<file path="config.mk">
export PLATFORM = sky130hd
export DESIGN_NAME = insn_buffer_flat
export DESIGN_NICKNAME = d
export VERILOG_FILES = /design/src/rtl/insn_buffer_if.sv /design/src/rtl/insn_buffer.sv /design/src/flat_wrapper.sv
export SDC_FILE = /design/constraint.sdc
export NUM_CORES = 2
export LEC_CHECK = 0
export CAP_MARGIN = 25
export CORE_UTILIZATION = 50
export DETAILED_ROUTE_END_ITERATION = 8
export GPL_ROUTABILITY_DRIVEN = 0
export MAX_ROUTING_LAYER = met4
export PLACE_DENSITY = 0.71
export SLEW_MARGIN = 20
export SYNTH_ARGS = -nofsm -noshare
export SYNTH_HDL_FRONTEND = slang
export SYNTH_SLANG_ARGS = --single-unit
</file>
<file path="constraint.sdc">
create_clock -name clock_i -period 14.1 [get_ports clock_i]
set_clock_uncertainty 0.2 [all_clocks]
set_input_delay 1.41 -clock clock_i [delete_from_list [all_inputs] [get_ports clock_i]]
set_output_delay 1.41 -clock clock_i [all_outputs]
set_load 0.1 [all_outputs]
</file>
<file path="src/rtl/insn_buffer_if.sv">
// Fetch-to-decode handshake bundle for insn_buffer: N-lane enqueue group in,
// N-lane head group out. Entry lanes are packed lane 0 in the low bits.
interface insn_buffer_if #(
  parameter int unsigned N     = 2,
  parameter int unsigned DEPTH = 8
);
  localparam int unsigned ENTRY_W = 129;
  localparam int unsigned CNT_W   = $clog2(DEPTH + 1);

  logic [N-1:0]         in_valid;
  logic [N*ENTRY_W-1:0] in_entries;
  logic                 in_ready;
  logic [CNT_W-1:0]     free_count;
  logic                 out_ready;
  logic [N-1:0]         out_valid;
  logic [N*ENTRY_W-1:0] out_entries;

  // Fetch/decode side
  modport master (
    output in_valid, in_entries, out_ready,
    input  in_ready, free_count, out_valid, out_entries
  );

  // Buffer side
  modport slave (
    input  in_valid, in_entries, out_ready,
    output in_ready, free_count, out_valid, out_entries
  );
endinterface

</file>
<file path="src/rtl/insn_buffer.sv">
// Superscalar instruction buffer: circular FIFO taking up to N fetched
// instructions per cycle and presenting up to N in program order to decode.
// Optional same-cycle empty-buffer bypass is enabled by defining IB_BYPASS_EN.
module insn_buffer #(
  parameter int unsigned N     = 2,
  parameter int unsigned DEPTH = 8
) (
  input  logic          clock_i,
  input  logic          reset_i,
  input  logic          squash_i,
  insn_buffer_if.slave  ib
);

  localparam int unsigned ENTRY_W = 129;
  localparam int unsigned PTR_W   = $clog2(DEPTH);
  localparam int unsigned CNT_W   = $clog2(DEPTH + 1);

  typedef struct packed {
    logic [31:0] inst;
    logic [31:0] pc;
    logic [31:0] npc;
    logic        predict_taken;
    logic [31:0] predict_target;
  } ib_entry_t;

  ib_entry_t          mem_q [DEPTH];
  logic [PTR_W-1:0]   head_q, head_d;
  logic [PTR_W-1:0]   tail_q, tail_d;
  logic [CNT_W-1:0]   count_q, count_d;

  logic [CNT_W-1:0]   free_c;
  logic               in_ready_c;
  logic               byp_c;
  logic               run_c;
  logic [N-1:0]       lead_mask_c;
  logic [CNT_W-1:0]   enq_cnt_c;
  logic [CNT_W-1:0]   deq_cnt_c;
  ib_entry_t          in_lane_c [N];
  logic [N-1:0]       wr_en_c;
  logic [PTR_W-1:0]   wr_idx_c [N];
  logic [N-1:0]       out_valid_c;
  logic [N*ENTRY_W-1:0] out_entries_c;

  // Space check is purely a function of registered occupancy
  always_comb begin
    free_c     = CNT_W'(DEPTH) - count_q;
    in_ready_c = (free_c >= CNT_W'(N));
  end

  assign ib.free_count = free_c;
  assign ib.in_ready   = in_ready_c;

`ifdef IB_BYPASS_EN
  // Empty buffer with a consuming decoder hands the fetch group straight through
  assign byp_c = (count_q == '0) && in_ready_c && ib.out_ready && !squash_i && !reset_i;
`else
  assign byp_c = 1'b0;
`endif

  // Lanes behind the first invalid lane are dropped to keep program order contiguous
  always_comb begin
    lead_mask_c = '0;
    run_c       = 1'b1;
    for (int i = 0; i < N; i++) begin
      run_c          = run_c & ib.in_valid[i];
      lead_mask_c[i] = run_c;
    end
  end

  always_comb begin
    enq_cnt_c = '0;
    for (int i = 0; i < N; i++) begin
      enq_cnt_c = enq_cnt_c + CNT_W'(lead_mask_c[i]);
    end
    if (!in_ready_c || byp_c) begin
      enq_cnt_c = '0;
    end
  end

  always_comb begin
    deq_cnt_c = '0;
    if (ib.out_ready) begin
      deq_cnt_c = (count_q < CNT_W'(N)) ? count_q : CNT_W'(N);
    end
  end

  // Pointers wrap for free because DEPTH is a power of two
  always_comb begin
    head_d  = head_q + PTR_W'(deq_cnt_c);
    tail_d  = tail_q + PTR_W'(enq_cnt_c);
    count_d = count_q + enq_cnt_c - deq_cnt_c;
  end

  always_ff @(posedge clock_i) begin
    if (reset_i || squash_i) begin
      head_q  <= '0;
      tail_q  <= '0;
      count_q <= '0;
    end else begin
      head_q  <= head_d;
      tail_q  <= tail_d;
      count_q <= count_d;
    end
  end

  always_comb begin
    for (int i = 0; i < N; i++) begin
      in_lane_c[i] = ib_entry_t'(ib.in_entries[i*ENTRY_W +: ENTRY_W]);
      wr_en_c[i]   = (CNT_W'(i) < enq_cnt_c) && !reset_i && !squash_i;
      wr_idx_c[i]  = tail_q + PTR_W'(i);
    end
  end

  // Storage is not reset; readout is gated by occupancy
  always_ff @(posedge clock_i) begin
    for (int i = 0; i < N; i++) begin
      if (wr_en_c[i]) begin
        mem_q[wr_idx_c[i]] <= in_lane_c[i];
      end
    end
  end

  always_comb begin
    out_valid_c   = '0;
    out_entries_c = '0;
    for (int i = 0; i < N; i++) begin
      if (count_q > CNT_W'(i)) begin
        out_valid_c[i]                        = 1'b1;
        out_entries_c[i*ENTRY_W +: ENTRY_W]   = mem_q[head_q + PTR_W'(i)];
      end
    end
    if (byp_c) begin
      out_valid_c = lead_mask_c;
      for (int i = 0; i < N; i++) begin
        if (lead_mask_c[i]) begin
          out_entries_c[i*ENTRY_W +: ENTRY_W] = ib.in_entries[i*ENTRY_W +: ENTRY_W];
        end
      end
    end
  end

  assign ib.out_valid   = out_valid_c;
  assign ib.out_entries = out_entries_c;

  a_count_bound: assert property (@(posedge clock_i) disable iff (reset_i)
    count_q <= CNT_W'(DEPTH));

endmodule

</file>
<file path="src/flat_wrapper.sv">
// flat-port wrapper written by rule: the top's interface ports become plain ports
module insn_buffer_flat 
#(
  parameter int unsigned N     = 2,
  parameter int unsigned DEPTH = 8
)
  (clock_i, reset_i, squash_i, ib_in_valid, ib_in_entries, ib_out_ready, ib_in_ready, ib_free_count, ib_out_valid, ib_out_entries);
  insn_buffer_if #(.N(N), .DEPTH(DEPTH)) ib_i ();
  input  logic clock_i;
  input  logic reset_i;
  input  logic squash_i;
  input wire logic [$bits(ib_i.in_valid)-1:0] ib_in_valid;
  input wire logic [$bits(ib_i.in_entries)-1:0] ib_in_entries;
  input wire logic [$bits(ib_i.out_ready)-1:0] ib_out_ready;
  output wire logic [$bits(ib_i.in_ready)-1:0] ib_in_ready;
  output wire logic [$bits(ib_i.free_count)-1:0] ib_free_count;
  output wire logic [$bits(ib_i.out_valid)-1:0] ib_out_valid;
  output wire logic [$bits(ib_i.out_entries)-1:0] ib_out_entries;
  assign ib_i.in_valid = ib_in_valid;
  assign ib_i.in_entries = ib_in_entries;
  assign ib_i.out_ready = ib_out_ready;
  assign ib_in_ready = ib_i.in_ready;
  assign ib_free_count = ib_i.free_count;
  assign ib_out_valid = ib_i.out_valid;
  assign ib_out_entries = ib_i.out_entries;
  insn_buffer #(.N(N), .DEPTH(DEPTH)) u_core (.clock_i(clock_i), .reset_i(reset_i), .squash_i(squash_i), .ib(ib_i));
endmodule
</file>
### After elaboration in Yosys (flattened, before gate mapping)

Memory sizes are Yosys's and may differ from the RTL's. A register that Yosys moved wholly into a read port is not among the register bits.
Cells that the tools add are included.

| storage, ports and cells | value |
|---|---|
| register bits | 10 |
| bits of input ports | 264 |
| memories | 1 |
| memory bits (writable) | 1032 |

| operators by class | value |
|---|---|
| add/sub/neg operators | 8 |
| $lt $le $gt $ge | 6 |
| bitwise gates (word level) | 1 |
| multiplexer cells | 12 |
| reductions and logical operators | 7 |

Memory list:

| name | depth | width | read ports | clocked after Yosys merged registers in | write ports | RTL line | source |
|---|---|---|---|---|---|---|---|
| u_core.mem_q | 8 | 129 | 2 | 1 | 2 | insn_buffer.sv:26 | `ib_entry_t mem_q [DEPTH];` |

Operator list:

| kind | number |
|---|---|
| $mux W129 | 2 |
| $mux W4 | 3 |
| $gt A4 B1 Y1 const B | 2 |
| $lt A1 B4 Y1 const A | 2 |
| $add A3 B1 Y3 const B | 2 |
| $add A3 B3 Y3 | 2 |
| $mux W1 | 6 |
| $add A4 B4 Y4 | 1 |
| $ge A4 B2 Y1 const B | 1 |
| $logic_and A1 B1 Y1 | 4 |
| $lt A4 B2 Y1 const B | 1 |
| $sub A4 B4 Y4 | 1 |
| $sub A4 B4 Y4 const A | 1 |
| $mux W3 | 1 |
| $add A1 B1 Y2 | 1 |
| $logic_not A1 Y1 | 2 |
| $and A1 B1 Y1 | 1 |
| $logic_or A1 B1 Y1 | 1 |

### Logic depth before layout (Yosys ltp)

| depth | value |
|---|---|
| depth in word-level cells | 8 |
| mapped depth | 12 |

### Worst setup path before layout

Ideal clock, no wire load.

| timing | value |
|---|---|
| kind | register -> register |
| start point | register u_core.count_q[1] |
| end point | memory u_core.mem_q[4][0] in the netlist's numbering (enable) |
| buffers on the path | 1 |
| cell stages (with the launch flop) | 8 |
| arrival | 12879 ps |
| setup slack | 215 ps |
| period minus slack after synthesis | 13885 ps |
| path through | dfxtp_1 inv_1 ha_1 xnor2_1 or4b_4 buf_2 nand4_1 o31ai_1 |

RTL lines:

| what | RTL line | source |
|---|---|---|
| start: declaration | insn_buffer.sv:29 | `logic [CNT_W-1:0] count_q, count_d;` |
| start signal: assignment | insn_buffer.sv:102 | `count_q <= count_d;` |
| end: declaration | insn_buffer.sv:26 |  |

### Final worst setup path

| timing | value |
|---|---|
| start point | register u_core.head_q[0] |
| end point | output ib_out_entries[207] |

| on the way | value |
|---|---|
| word-level cells in the longest chain between the ends | 3 |

Ends and longest elaborated chain:

| what | RTL line | source |
|---|---|---|
| start: declaration | insn_buffer.sv:27 | `logic [PTR_W-1:0] head_q, head_d;` |
| start signal: assignment | insn_buffer.sv:96 | `head_q <= '0;` |
| start signal: assignment | insn_buffer.sv:100 | `head_q <= head_d;` |
| $add A3 B1 Y3 | insn_buffer.sv:129 | `out_entries_c[i*ENTRY_W +: ENTRY_W] = mem_q[head_q + PTR_W'(i)];` |
| $mem_v2 Z8 W129 | n/a |  |
| $mux W129 | insn_buffer.sv:127 | `if (count_q > CNT_W'(i)) begin` |
| end: declaration | flat_wrapper.sv:18 | `output wire logic [$bits(ib_i.out_entries)-1:0] ib_out_entries;` |

Every way passes these cells.

==> parameters.txt <==
Parameter                              Value

Synthesis
  Seq cells post-synth ... 1042
  Instance count of the mapped netlist ... 3636
  Number of enable-type register cells in the synthesized netlist ... 1032
  Proportion of synthesized chip area in sequential cells ... between 50% and 60%
  Most frequently used flop master after synthesis ... edfxtp_1
  Post-Synthesis Mean Instance Area ... roughly 17 µm²
  Cell area after synthesis ... 60900 µm²
  Distinct cell type count of the synthesized netlist ... 38
  Async set or reset register ratio after synthesis ... 0%
  Ys Warns ... 0
  Synth Net Count ... 3917

STA
  Number of endpoints failing setup at the final stage ... 0
  Total count of hold-check failures in the final report ... 0
  Unrepaired setup endpoints after global routing ... no
  Max-slew headroom at the worst pin ... 17.4%
  Final min period ... 7.38 ns
  Post-route clock period utilization ... 52.3%
  Final setup TNS ... 0 ns
  Number of slew-limit violations in the final report ... 0
  Least-Margin Pin Slew ... 1.24 ns
  Maximum clock rate ... 136 MHz

Routing
  Via count of the routed design ... 37063
  Iteration-0 DRC count of the detailed router ... approximately 3400
  First-pass DRT Iterations ... 7
  Mean number of vias per cell ... about 6.4
  Post-route DRC ... 0
  Drt wl/cell ... 31.0 µm
  Aggregate routed wire length ... 181000 µm
  Final ANT Viol Nets ... 0

Setup path
  Required @ worst endpoint ... 12.49 ns
  CP max FO ... 143
  CP Class ... reg2out
  Slack of the worst reg-to-reg path ... 8.84 ns
  Arrival time of data at the critical path endpoint ... 5.77 ns
  Reg-to-reg critical path startpoint ... u_core.count_q[1]$_SDFF_PP0_
  Capture point of the worst reg-to-reg path ... u_core.mem_q[3][32]$_DFFE_PP_
  Register-to-Register Path Depth ... 9
  Kind of start point of the critical path ... flop
  Critical path endpoint category ... output port

Final layout
  Most common library cell in the layout ignoring fill and taps ... edfxtp_1
  Share of cells above drive strength 1 ... a little over two fifths
  Synthesis-to-finish area growth ... 17.9%
  Count of filler cells inserted in the layout ... roughly 9100
  Net count of the finished layout ... 4352
  Most frequent cells in the layout ... 1032 x edfxtp_1, 834 x mux2_2, 525 x clkdlybuf4s50_1

Clock network
  Quantity of hold-fixing buffers added after cts ... 0
  Number of CTS-inserted buffers ... about 120
  Cell chosen for the clock root ... clkbuf_16
  Clock latency reported for the late side of the worst-skew pair ... 0.72 ns
  Resized Gates After CTS ... 0
  Clock sink total ... 1042
  Setup Buffers After CTS ... 0
  Total number of H-tree levels ... 3
  Register clock-pin slew on the reported worst setup and hold paths ... 0.06 ns
  TritonCTS clock tree ... done
  CTS max path bufs ... 3

Worst hold path
  Hold Path Origin ... u_core.tail_q[2]$_SDFF_PP0_
  Number of cells on the worst hold path ... 2
  Kind of path behind the tightest hold check ... reg2reg
  Endpoint, Worst Hold ... u_core.tail_q[2]$_SDFF_PP0_

Outcome
  Status ... completed

Pwr
  Static Leakage ... 0.0228 µW
  Power Density ... 167 nW/µm²
  Worst IR drop on VDD ... 0.220 mV
  Total power after layout ... 12000 µW

Global routing
  Initial antenna violation count ... 43
  Global router's overall resource usage ... 30.0%
  Congestion Overflow GR ... 0
  Vias in the first global route ... 38271
  Wire length of the first global-routing pass ... around 260000 µm
  Largest net degree at the start of global routing ... approximately 140

Die
  Cell row count ... 127
  Die Outline Area ... 123000 µm²
  Width of the die ... between 300 and 400 µm
  Count of pins on the block boundary ... 529
  Core footprint ... 120000 µm²
  Initial standard-cell utilization of the core ... 50.6%
  Die outline height ... roughly 350 µm

Place
  Detailed placer's ending HPWL ... about 100000 µm
  Number of buffer cells added on primary ports ... 528

Flow run
  Max cap viols ... 0
==> layer usage <==
metal / GRT usage [%] / up-vias / share of wire [%]
met2: 49.4 / 1557 / 50
met3: 5.90 / 263 / 8.2
met5: - / - / 0
met4: 10.0 / 0 / 2.8
met1: 37.0 / 19553 / 38
li1: - / 15690 / -
==> logic make-up after synthesis <==
| kind of cell | share of synthesized area [%] |
|---|---|
| and+or+nand+nor | 2.75 |
| muxes | 41.5 |
| buffers and inverters | 2.77 |
| AOI/OAI and AO/OA | 1.20 |
| other | 0.00616 |
| DFF | 51.2 |
| xor gates and xnor gates | 0.144 |
| adders and majority gates | 0.399 |
==> cells in the mapped netlist, drive strengths merged, types with 5 or more instances <==
| cell type | count | area share, % |
|---|---|---|
| a21oi | 130 | 1.1 |
| and2 | 5 | 0.051 |
| buf | 202 | 2.1 |
| clkbuf | 105 | 0.65 |
| dfxtp | 10 | 0.33 |
| edfxtp | 1032 | 51 |
| ha | 13 | 0.27 |
| inv | 12 | 0.074 |
| mux2 | 1032 | 20 |
| mux2i | 129 | 2.1 |
| mux4 | 516 | 19 |
| nand2 | 262 | 1.6 |
| nor2 | 142 | 0.88 |
| xnor2 | 5 | 0.072 |
| xor2 | 5 | 0.072 |
==> worst max-delay path by stage <==
| stage | startpoint | end | slack (ns) |
|---|---|---|---|
| 2_1_floorplan | u_core.count_q[1]$_SDFF_PP0_ | u_core.mem_q[4][0]$_DFFE_PP_ | 0.21 |
| 3_3_place_gp | u_core.head_q[0]$_SDFF_PP0_ | ib_out_entries[252] | 7.23 |
| 3_5_place_dp | u_core.head_q[1]$_SDFF_PP0_ | ib_out_entries[125] | 7.36 |
| 4_1_cts | u_core.head_q[1]$_SDFF_PP0_ | ib_out_entries[125] | 6.60 |
| 5_1_grt | u_core.head_q[0]$_SDFF_PP0_ | ib_out_entries[207] | 6.32 |
| 6_report | u_core.head_q[0]$_SDFF_PP0_ | ib_out_entries[207] | 6.72 |
==> where the power goes <==
group | switching [µW] | leakage (µW) | internal, µW
Sequential | 50.0 | 0.00939 | 3500
Combinational | 4050 | 0.0117 | 1390
Clock | 1270 | 0.00179 | 1710
==> registers in the layout, summed over array words and instances, names as in the netlist <==
register,count
u_core.mem_q,1032
u_core.count_q,4
u_core.tail_q,3
u_core.head_q,3
==> critical path, cell delays in order (launching register included) <==
cell,delay (ns)
dfxtp_4,0.86
buf_4,0.71
buf_12,0.75
buf_4,0.70
mux4_2,0.34
nand2_1,0.06
a21oi_1,0.23
clkdlybuf4s50_1,1.18
==> stage by stage <==
stage / setup WS [ns] / util, % / hold slack, ns / cells / instance area (µm²)
floorplan: 0.215 / - / 0.378 / 3636 / 60900
global route: 6.32 / 59.7 / 0.494 / 5822 / 71800
finish: 6.72 / 59.7 / 0.471 / 5827 / 71800
global placement: 7.23 / 56.0 / 0.407 / 5543 / 67400
detailed placement: 7.36 / 56.4 / 0.447 / 5559 / 67800
CTS: 6.60 / 59.4 / 0.466 / 5773 / 71500
==> layout make-up <==
type | instances | area [µm²] | share of cell area, %
sequential | 1042 | 31200 | 43.5
multi-input combinational | 2275 | 28200 | 39.3
clock buffer | 142 | 3040 | 4.24
inverter | 12 | 45.0 | 0.0628
tap | 1612 | 2020 | 2.81
antenna | 47 | 118 | 0.164
clock inverter | 72 | 621 | 0.865
timing repair buffer | 625 | 6530 | 9.10
Note: power is estimated with default switching activity, not from simulation.
